===== src/rtl/eth_measurer_pkg.sv =====
// Shared definitions for the eth_measurer transmit and receive sides:
// frame field offsets, header length, parser state encoding and the
// helper that picks the expected header byte for a given frame offset.
package eth_measurer_pkg;

   // Byte offsets of the fixed header fields inside a measurement frame
   localparam logic [4:0] DST_MAC_OFFSET   = 5'd0;
   localparam logic [4:0] SRC_MAC_OFFSET   = 5'd6;
   localparam logic [4:0] ETHERTYPE_OFFSET = 5'd12;
   localparam logic [4:0] IDENT_OFFSET     = 5'd14;
   localparam logic [4:0] ID_OFFSET        = 5'd18;

   // Header spans bytes 0..21; the sequence number occupies the last four
   localparam int         HEADER_LEN  = 22;
   localparam logic [4:0] HEADER_LAST = 5'(HEADER_LEN - 1);

   // Parser states
   localparam logic [1:0] ST_HEADER = 2'd0;
   localparam logic [1:0] ST_SKIP   = 2'd1;
   localparam logic [1:0] ST_DROP   = 2'd2;

   // Returns the byte a matching frame must carry at header offset idx.
   // Offsets at or beyond the sequence number field have no fixed value.
   function automatic logic [7:0] expected_byte(
      input logic [4:0]  idx,
      input logic [47:0] dst,
      input logic [47:0] src,
      input logic [15:0] etype,
      input logic [31:0] ident
   );
      logic [4:0]  rel;
      logic [47:0] mac;
      logic [15:0] et;
      logic [31:0] idf;
      expected_byte = 8'h00;
      rel = 5'd0;
      mac = 48'h0;
      et  = 16'h0;
      idf = 32'h0;
      if (idx < SRC_MAC_OFFSET) begin
         rel = idx - DST_MAC_OFFSET;
         mac = dst << {rel, 3'b000};
         expected_byte = mac[47:40];
      end else if (idx < ETHERTYPE_OFFSET) begin
         rel = idx - SRC_MAC_OFFSET;
         mac = src << {rel, 3'b000};
         expected_byte = mac[47:40];
      end else if (idx < IDENT_OFFSET) begin
         rel = idx - ETHERTYPE_OFFSET;
         et = etype << {rel, 3'b000};
         expected_byte = et[15:8];
      end else if (idx < ID_OFFSET) begin
         rel = idx - IDENT_OFFSET;
         idf = ident << {rel, 3'b000};
         expected_byte = idf[31:24];
      end
   endfunction

endpackage


===== src/rtl/eth_rx_sat_counter.sv =====
// 32-bit event counter that sticks at all-ones instead of wrapping.
module eth_rx_sat_counter
   import eth_measurer_pkg::*;
(
   input  logic        clk,
   input  logic        rst_n,
   input  logic        inc,
   output logic [31:0] count
);

   // Count one event per cycle while inc is high, holding at the maximum
   always_ff @(posedge clk or negedge rst_n) begin
      if (!rst_n) begin
         count <= 32'h0;
      end else if (inc && (count != 32'hFFFF_FFFF)) begin
         count <= count + 32'd1;
      end
   end

endmodule


===== src/rtl/eth_measurer_rx.sv =====
// Receive side of the Ethernet latency measurer. Parses the TEMAC byte
// stream, checks the fixed measurement header, extracts the sequence
// number and reports accepted frames together with their arrival time.
module eth_measurer_rx
   import eth_measurer_pkg::*;
#(
   parameter logic [47:0] src_mac    = 48'hDE_AD_BE_EF_01_01,
   parameter logic [47:0] dst_mac    = 48'hDE_AD_BE_EF_01_02,
   parameter logic [31:0] identifier = 32'hCAFECAFE,
   parameter logic [15:0] ethertype  = 16'h88B5
)(
   input  logic        s_axis_clk,
   input  logic        s_axis_resetn,
   input  logic [7:0]  s_axis_tdata,
   input  logic        s_axis_tkeep,
   input  logic        s_axis_tlast,
   input  logic        s_axis_tvalid,
   input  logic        s_axis_tuser,
   input  logic        enable,
   input  logic [63:0] current_time,
   output logic        ping_valid,
   output logic [31:0] ping_id,
   output logic [63:0] ping_time,
   output logic [31:0] rx_ok,
   output logic [31:0] rx_dropped
);

   logic [1:0]  state, state_next;
   logic [4:0]  byte_cnt, byte_cnt_next;
   logic        drop_counted, drop_counted_next;
   logic [31:0] id_stage, id_stage_next;
   logic [63:0] time_stage;
   logic        accept, drop;
   logic        is_byte, is_end, byte_match, first_byte;

   assign is_byte    = s_axis_tvalid && s_axis_tkeep;
   assign is_end     = s_axis_tvalid && s_axis_tlast;
   assign first_byte = is_byte && (state == ST_HEADER) && (byte_cnt == 5'd0);
   assign byte_match = (byte_cnt >= ID_OFFSET) ||
                       (s_axis_tdata == expected_byte(byte_cnt, dst_mac, src_mac,
                                                      ethertype, identifier));

   // Parser next state, sequence-number capture and end-of-frame verdict.
   // drop_counted remembers whether a DROP frame must be reported, since a
   // frame discarded because enable was low is not counted anywhere.
   always_comb begin
      state_next        = state;
      byte_cnt_next     = byte_cnt;
      drop_counted_next = drop_counted;
      id_stage_next     = id_stage;
      accept            = 1'b0;
      drop              = 1'b0;
      case (state)
         ST_HEADER: begin
            if (is_byte) begin
               if ((byte_cnt == 5'd0) && !enable) begin
                  state_next        = ST_DROP;
                  drop_counted_next = 1'b0;
               end else if (!byte_match) begin
                  state_next        = ST_DROP;
                  drop_counted_next = 1'b1;
               end else begin
                  if (byte_cnt >= ID_OFFSET) begin
                     id_stage_next = {id_stage[23:0], s_axis_tdata};
                  end
                  if (byte_cnt == HEADER_LAST) begin
                     state_next = ST_SKIP;
                  end else begin
                     byte_cnt_next = byte_cnt + 5'd1;
                  end
               end
            end
            if (is_end) begin
               if (state_next == ST_SKIP) begin
                  accept = !s_axis_tuser;
                  drop   = s_axis_tuser;
               end else if (state_next == ST_DROP) begin
                  drop = drop_counted_next;
               end else begin
                  drop = 1'b1;
               end
            end
         end
         ST_SKIP: begin
            if (is_end) begin
               accept = !s_axis_tuser;
               drop   = s_axis_tuser;
            end
         end
         ST_DROP: begin
            if (is_end) begin
               drop = drop_counted;
            end
         end
         default: begin
            state_next = ST_HEADER;
         end
      endcase
      if (is_end) begin
         state_next    = ST_HEADER;
         byte_cnt_next = 5'd0;
      end
   end

   // Parser state registers
   always_ff @(posedge s_axis_clk or negedge s_axis_resetn) begin
      if (!s_axis_resetn) begin
         state        <= ST_HEADER;
         byte_cnt     <= 5'd0;
         drop_counted <= 1'b0;
         id_stage     <= 32'h0;
      end else begin
         state        <= state_next;
         byte_cnt     <= byte_cnt_next;
         drop_counted <= drop_counted_next;
         id_stage     <= id_stage_next;
      end
   end

   // Arrival timestamp is taken on the first byte of every frame
   always_ff @(posedge s_axis_clk or negedge s_axis_resetn) begin
      if (!s_axis_resetn) begin
         time_stage <= 64'h0;
      end else if (first_byte) begin
         time_stage <= current_time;
      end
   end

   // Publish the accepted frame one cycle after its last beat
   always_ff @(posedge s_axis_clk or negedge s_axis_resetn) begin
      if (!s_axis_resetn) begin
         ping_valid <= 1'b0;
         ping_id    <= 32'h0;
         ping_time  <= 64'h0;
      end else begin
         ping_valid <= accept;
         if (accept) begin
            ping_id   <= id_stage_next;
            ping_time <= time_stage;
         end
      end
   end

   eth_rx_sat_counter u_ok_cnt (
      .clk   (s_axis_clk),
      .rst_n (s_axis_resetn),
      .inc   (accept),
      .count (rx_ok)
   );

   eth_rx_sat_counter u_drop_cnt (
      .clk   (s_axis_clk),
      .rst_n (s_axis_resetn),
      .inc   (drop),
      .count (rx_dropped)
   );

endmodule


===== config.mk =====
export PLATFORM = sky130hd
export DESIGN_NAME = eth_measurer_rx
export DESIGN_NICKNAME = d
export VERILOG_FILES = /design/src/rtl/eth_measurer_pkg.sv /design/src/rtl/eth_rx_sat_counter.sv /design/src/rtl/eth_measurer_rx.sv
export SDC_FILE = /design/constraint.sdc
export NUM_CORES = 1
export LEC_CHECK = 0
export ABC_AREA = 1
export ABC_CLOCK_PERIOD_IN_PS = 3700
export CELL_PAD_IN_SITES_DETAIL_PLACEMENT = 1
export CELL_PAD_IN_SITES_GLOBAL_PLACEMENT = 2
export CORE_MARGIN = 3
export CORE_UTILIZATION = 31
export CTS_BUF_LIST = sky130_fd_sc_hd__clkbuf_4 sky130_fd_sc_hd__clkbuf_8 sky130_fd_sc_hd__clkbuf_16
export CTS_CLUSTER_DIAMETER = 60
export DETAILED_ROUTE_END_ITERATION = 6
export GPL_TIMING_DRIVEN = 0
export PLACE_DENSITY_LB_ADDON = 0.1
export SLEW_MARGIN = 20
export SYNTH_ARGS = -nofsm -noshare
export SYNTH_HDL_FRONTEND = slang
export SYNTH_SLANG_ARGS = --single-unit

===== constraint.sdc =====
create_clock -name s_axis_clk -period 3.7 [get_ports s_axis_clk]
set_input_delay 0.37 -clock s_axis_clk [delete_from_list [all_inputs] [get_ports s_axis_clk]]
set_output_delay 0.37 -clock s_axis_clk [all_outputs]
set_load 0.02 [all_outputs]

# Word-level counts from Yosys, hierarchy flattened
# Cells that the tools add are included.
op_classes:
  add_sub_neg: 6
  magnitude_cmp: 5
  eq_ne: 11
  shift: 4
  mux: 35
  reduce_logical: 17
ops:
  columns: ["op", "n"]
  rows:
  - ["$mux 32", 5]
  - ["$shl 48x8->48 const A", 2]
  - ["$add 32x1->32 const B", 2]
  - ["$ne 32x32->1 const B", 2]
  - ["$mux 8", 4]
  - ["$shl 32x8->32 const A", 1]
  - ["$mux 5", 6]
  - ["$shl 16x8->16 const A", 1]
  - ["$mux 2", 6]
  - ["$mux 1", 11]
  - ["$lt 5x4->1 const B", 2]
  - ["$sub 5x4->5 const B", 2]
  - ["$eq 8x8->1", 1]
  - ["$logic_and 1x1->1", 7]
  - ["$reduce_bool 2->1", 3]
  - ["$add 5x1->5 const B", 1]
  - ["$eq 5x5->1 const B", 1]
  - ["$ge 5x5->1 const B", 1]
  - ["$logic_not 5->1", 1]
  - ["$lt 5x3->1 const B", 1]
  - ["$lt 5x5->1 const B", 1]
  - ["$reduce_and 5->1", 1]
  - ["$sub 5x3->5 const B", 1]
  - ["$eq 2x1->1 const B", 2]
  - ["10 further kinds", 13]
word_totals:
  register_bits: 265
  in_bits: 79
  output_inout_bits: 161
  wordCells: 88

# Logic depth before layout (Yosys ltp)
logic_depth:
  ltp_word: 18
  depth_mapped: 29
  depth_no_buf: 26

# Cells and area by module
# From an unflattened synthesis, not the netlist that was laid out.
unflattened:
  cells_unflattened: 1533
  area_unflattened_um2: 12883.6
modules_own_cells:
  columns: ["mod", "n_inst", "cells_each", "area_per_inst_um2", "seq_area_each_um2"]
  rows:
  - ["eth_measurer_rx", 1, 867, 8501.9, 5029.8]
  - ["eth_rx_sat_counter", 2, 333, 2190.9, 800.8]

# Least setup slack after synthesis
# OpenSTA, ideal clock, no wires.
synth_path:
  path_type: "reg-to-reg"
  from: "register byte_cnt[1]"
  to: "register ping_id[0]"
  setup_time_ps: 117
  t_arrival_ps: 2693
  t_required_ps: 3583
  path_slack_ps: 890
  stages_incl_launch_ff: 25
  path_buffers: 2
  period_less_slack_ps: 2810
  path_cell_list: "dfrtp_1 > inv_1 > ha_1 > nor2_1 > nand3_1 > nand2_1 > nand2_1 > nand2_1 > nand2_1 > nand2_1 > nand2_1 > clkinv_1 > nand2_1 > nor2_2 > nand2_2 > nand2_4 > nand2_1 > o21ai_2 > nand4_2 > nand2_4 > nand2_4 > buf_2 > buf_4 > nand2_1 > nand2_1"
synth_via:
  elab_chain_len: 16
  elab_cells_between_ends: 35
  cone_classes: "add/sub: 3; order compare: 5; eq/ne: 3; shift: 4; mux: 17; reduce/logical: 3"
synth_lines:
  columns: ["item", "line_no", "source"]
  rows:
  - ["start, declared", "eth_measurer_rx.sv:29", "logic [4:0] byte_cnt, byte_cnt_next;"]
  - ["start signal, assigned", "eth_measurer_rx.sv:114", "byte_cnt <= byte_cnt_next;"]
  - ["$sub 5x4->5", "eth_measurer_pkg.sv:53", "rel = idx - IDENT_OFFSET;"]
  - ["$shl 32x8->32", "eth_measurer_pkg.sv:54", "idf = ident << {rel, 3'b000};"]
  - ["$mux 8", "eth_measurer_pkg.sv:52", "end else if (idx < ID_OFFSET) begin"]
  - ["$mux 8", "eth_measurer_pkg.sv:48", "end else if (idx < IDENT_OFFSET) begin"]
  - ["$mux 8", "eth_measurer_pkg.sv:44", "end else if (idx < ETHERTYPE_OFFSET) begin"]
  - ["$mux 8", "eth_measurer_pkg.sv:40", "if (idx < SRC_MAC_OFFSET) begin"]
  - ["$eq 8x8->1", "eth_measurer_rx.sv:40", "(s_axis_tdata == expected_byte(byte_cnt, dst_mac, src_mac,"]
  - ["$logic_or 1x1->1", "eth_measurer_rx.sv:39", "assign byte_match = (byte_cnt >= ID_OFFSET) ||"]
  - ["$mux 2", "eth_measurer_rx.sv:59", "end else if (!byte_match) begin"]
  - ["$mux 2", "eth_measurer_rx.sv:56", "if ((byte_cnt == 5'd0) && !enable) begin"]
  - ["$mux 2", "eth_measurer_rx.sv:55", "if (is_byte) begin"]
  - ["$mux 2", "eth_measurer_rx.sv:53", "case (state)"]
  - ["$eq 2x1->1", "eth_measurer_rx.sv:74", "if (state_next == ST_SKIP) begin"]
  - ["$mux 1", "eth_measurer_rx.sv:74", null]
  - ["$mux 1", "eth_measurer_rx.sv:73", "if (is_end) begin"]
  - ["$pmux 1 s2", "eth_measurer_rx.sv:53", null]
  - ["end signal, assigned", "eth_measurer_rx.sv:138", "ping_id <= id_stage_next;"]
  - ["end, declared", "eth_measurer_rx.sv:22", "output logic [31:0] ping_id,"]
# Parallel ways exist; a longest one is shown, timed or not. The select of a mux whose other input is x is not followed.
# A chain may end at the register's enable or synchronous reset.

# Final worst setup path
layout_path:
  from: "register byte_cnt[1]"
  to: "register ping_time[51]"
layout_via:
  elab_chain_len: 16
  elab_cells_between_ends: 30
  cone_classes: "add/sub: 3; order compare: 5; eq/ne: 3; shift: 4; mux: 12; reduce/logical: 3"
layout_lines:
  columns: ["item", "line_no", "source"]
  rows:
  - ["$sub 5x4->5", "eth_measurer_pkg.sv:53", null]
  - ["$shl 32x8->32", "eth_measurer_pkg.sv:54", null]
  - ["$mux 8", "eth_measurer_pkg.sv:52", null]
  - ["$mux 8", "eth_measurer_pkg.sv:48", null]
  - ["$mux 8", "eth_measurer_pkg.sv:44", null]
  - ["$mux 8", "eth_measurer_pkg.sv:40", null]
  - ["$eq 8x8->1", "eth_measurer_rx.sv:40", null]
  - ["$logic_or 1x1->1", "eth_measurer_rx.sv:39", null]
  - ["$mux 2", "eth_measurer_rx.sv:59", null]
  - ["$mux 2 *", "eth_measurer_rx.sv:56", null]
  - ["$mux 2 *", "eth_measurer_rx.sv:55", null]
  - ["$mux 2 *", "eth_measurer_rx.sv:53", null]
  - ["$eq 2x1->1 *", "eth_measurer_rx.sv:74", null]
  - ["$mux 1 *", "eth_measurer_rx.sv:74", null]
  - ["$mux 1 *", "eth_measurer_rx.sv:73", null]
  - ["$pmux 1 s2 *", "eth_measurer_rx.sv:53", null]
  - ["end signal, assigned", "eth_measurer_rx.sv:139", "ping_time <= time_stage;"]
  - ["end, declared", "eth_measurer_rx.sv:23", "output logic [63:0] ping_time,"]
# Mark *: on every way between the ends. The rest lies on a longest branch, timed or not. The select of a mux whose other input is x is not followed.

==> metrics.cfg <==
[status]
status = complete, no violations

[timing]
worst_pin_slew_ns = 1.05
worst_hold_slack_ns = 0.293
hold_violations = 0
min_period_ns = 3.32
clock_skew_ns = 0.0202
grt_setup_unrepaired = no
drv_slew = 0
maxSlewHeadroom_pct = 30.2
max_freq_mhz = 301
finalSetupViolCount = 0
fin_crit_sh_pct = 89.7

[logic_synthesis]
synth_top_family_by_area = simple AND/OR/NAND/NOR gates
async_flop_share_pct = 100
synth-seq-cells = 265
synth_compound_area_share_pct = 1.82
yosys.cell_count.top_type = nand2_1
synth.net_count = 1569
yosysTopAreaCell = dfrtp_1
synth_area_leaders = dfrtp_1, nand2_1, mux2_2
syn_area_um2 = 12700
yosysTopAreaCellShare_pct = 52.4
synthDistinctLibCells = 39
synth_edf_count = 0
syn_inst = 1478
synth_fa_ha_area_share_pct = 1.19
synth.area.mux_share_pct = 5.60
synth_xor_area_share_pct = 4.22
ys_seq_area_share_pct = 52.4
ys_top_cells_by_count = nand2_1, dfrtp_1, inv_1
synth_flop_cell = dfrtp_1
synthSimpleGateAreaFrac_pct = 29.7
syn_area_per_cell_um2 = 8.57
yosys_warnings = 0

[hold_path]
min_path_type = in -> async

[clocking]
cts_buffers = 37
cts_max_level = 2
clock-root-buffer = clkbuf_16
cts_tree = built
max-clock-path-buffers = 3
clk_latency_ns = 0.55
clk_pin_slew_worst_paths_ns = 0.06
cts_sinks = 265

[die]
dieArea_um2 = 43300
coreArea_um2 = 40000
num_rows = 73
die_h_um = 208
ios = 240
initial_core_util_pct = 31.6
die_x_um = 208

[global_routing]
grt_max_degree = 88
grt_pass1_vias = 11600
grt_usage_pct = 18.9
grt_pass1_wl_um = 66000
antenna_found_initial = 4
gr-total-overflow = 0

[power]
seqPwrFrac_pct = 44.3
power_leakage_nw = 8.23
ir_worst_vdd_mv = 0.297
p_per_area_nw_per_um2 = 456
power_w = 0.00778
swShare_pct = 26.3
p_sw_w = 0.00205
intPower_w = 0.00573
combinationalPowerShare_pct = 11.6
power_frac_clock_pct = 44.1

[flow_run]
drv_cap = 0

[placed_design]
place_congestion = 0.814
dp_hpwl_um = 30600
placed_area_um2 = 15800
placed_cells = 2245
portBuffers = 239

[layout]
final-instance-count-excl-fill = 2316
fillers = 4683
drive_gt1_share_pct = 11.2
layout.nets = 1855
design_area_um2 = 17100
syn_to_final_growth_pct = 34.7

[drt]
dr.pass1.iters = 4
drt-vias-per-instance = 4.73
routed_wl_um = 41200
first_iter_violations = 460
drc = 0
vias = 11000
ant_nets = 0
wl_per_cell_um = 17.8

[setup_path]
worstPathArrival_ns = 3.75
crit_chain = ha_1, inv_1, nand3_4, a21oi_1, o21ai_1, o31ai_1, inv_2, nand2_1, nand2_1, nand2_1, nand2_1, nor2_1, nand2_2, nand2_4, nand2_1, o21ai_2, nand4_2, nand2_4, nand2_8, buf_8, buf_4, nand2_1, nand2_1
critPathKind = reg -> reg
max_stage_delay_ns = 0.44
required_ns = 4.13
worstReg2RegStart = byte_cnt[1]$_DFFE_PN0P_
cp_slowest_cell = dfrtp_2
cpMostUsedCell = nand2_1
worstSetupEndpointType = register
reg2reg_to = ping_time[51]$_DFFE_PN0P_
crit_fanout = 10
start_kind = register
crit_start = byte_cnt[1]$_DFFE_PN0P_
r2r_slack_ns = 0.38
reg2reg_depth = 23
setup.worst_path.end = ping_time[51]$_DFFE_PN0P_

[worst max-delay path: cells and delay by family (launching register included)]
family,cells,cell delay [ns]
simple gates,14,1.37
flops,1,0.44
fa+ha+maj,1,0.27
compound gates,4,0.48
buf+inv,4,0.62
[placed cells by master (no fill, tap or decap), types with 5 or more instances in the layout]
master	count
nand4_1	76
ha_1	12
a21oi_1	10
nand3_1	22
clkbuf_16	37
buf_4	8
mux2_2	63
xor2_1	53
nor2_1	72
buf_2	15
nor4_1	16
nand2_1	644
clkdlybuf4s50_1	238
o21ai_0	14
clkbuf_4	10
xnor2_1	8
inv_1	77
clkbuf_1	32
dfrtp_1	264
nor3_1	39
clkbuf_8	5
nand2_2	14
buf_6	5
[through the flow]
step,utilization [%],TNS (ns),setup slack (ns)
floorplan,-,0,0.890
global placement,39.3,-2645.19,-10.03
detailed placement,39.5,0,0.0148
CTS,42.5,0,0.0840
global route,42.6,0,0.00139
finish,42.6,0,0.382
[how the worst min path moves through the flow]
stage                                    startpoint                               to  slack (ns)  cells past startpoint
after floorplan                       s_axis_resetn          byte_cnt[0]$_DFFE_PN0P_        0.07                      0
after global placement    time_stage[2]$_DFFE_PN0P_         ping_time[2]$_DFFE_PN0P_        0.44                      2
after detailed placement              s_axis_resetn          ping_id[14]$_DFFE_PN0P_        0.25                      1
after CTS                             s_axis_resetn  u_drop_cnt.count[4]$_DFFE_PN0P_        0.26                      2
after global routing                  s_axis_resetn        ping_time[61]$_DFFE_PN0P_        0.30                      2
final                                 s_axis_resetn          ping_id[15]$_DFFE_PN0P_        0.29                      2
[kinds of logic (layout without fill, tap and decap cells)]
kind of cell / Yosys count / in the layout
and+or+nand+nor: 894 / 894
DFF: 265 / 265
buffers and inverters: 145 / 457
muxes: 63 / 63
xor gates and xnor gates: 61 / 61
AOI/OAI and AO/OA: 38 / 38
adders and majority gates: 12 / 12
other: 0 / 1
[cell type report]
type                    count  area [um2]  area share (%)
well taps                 525         657            3.85
plain buffers              61         339            1.99
flip-flops and latches    265        6630            38.9
diodes                      1        2.50          0.0147
inverters                  84         329            1.93
multi-input cells        1068        5390            31.6
clock inverters            14         118           0.690
clock buffers              51        1060            6.23
repair buffers            247        2520            14.8
[power by group through the flow]
stage / registers, W / clock network [W] / logic [W]
finish: 0.00344 / 0.00343 / 0.000901
global route: 0.00349 / 0.00368 / 0.00101
CTS: 0.00345 / 0.00355 / 0.000922
detailed placement: 0.00350 / 0 / 0.000920
global placement: 0.00349 / 0 / 0.000878
floorplan: 0.00346 / 0 / 0.000551
[repair_timing]
| item | 4_1_cts | 5_1_grt |
|---|---|---|
| hold buffers | 1 | 0 |
| pin swaps | 0 | 1 |
| buffers inserted | 0 | 4 |
| endpoints found under the hold margin | 27 | 0 |
| setup endpoints to repair | 9 | 149 |
| gates resized for setup | 1 | 11 |
[flip-flops by register name, indices dropped and copies added, names as in the netlist]
| register | cells |
|---|---|
| byte_cnt | 5 |
| state | 2 |
| ping_id | 32 |
| drop_counted | 1 |
| id_stage | 32 |
| ping_time | 64 |
| time_stage | 64 |
| u_ok_cnt.count | 32 |
| u_drop_cnt.count | 32 |
| ping_valid | 1 |
[per-layer routing]
| metal | vias to the layer above | routed length [um] | track usage (%) |
|---|---|---|---|
| met5 | - | 27 | 0 |
| met4 | 4 | 734 | 4.81 |
| met3 | 42 | 2860 | 6.20 |
| li1 | 5328 | - | - |
| met1 | 5403 | 18800 | 25.0 |
| met2 | 188 | 18800 | 30.2 |
Power figures use the tool's default switching activity.
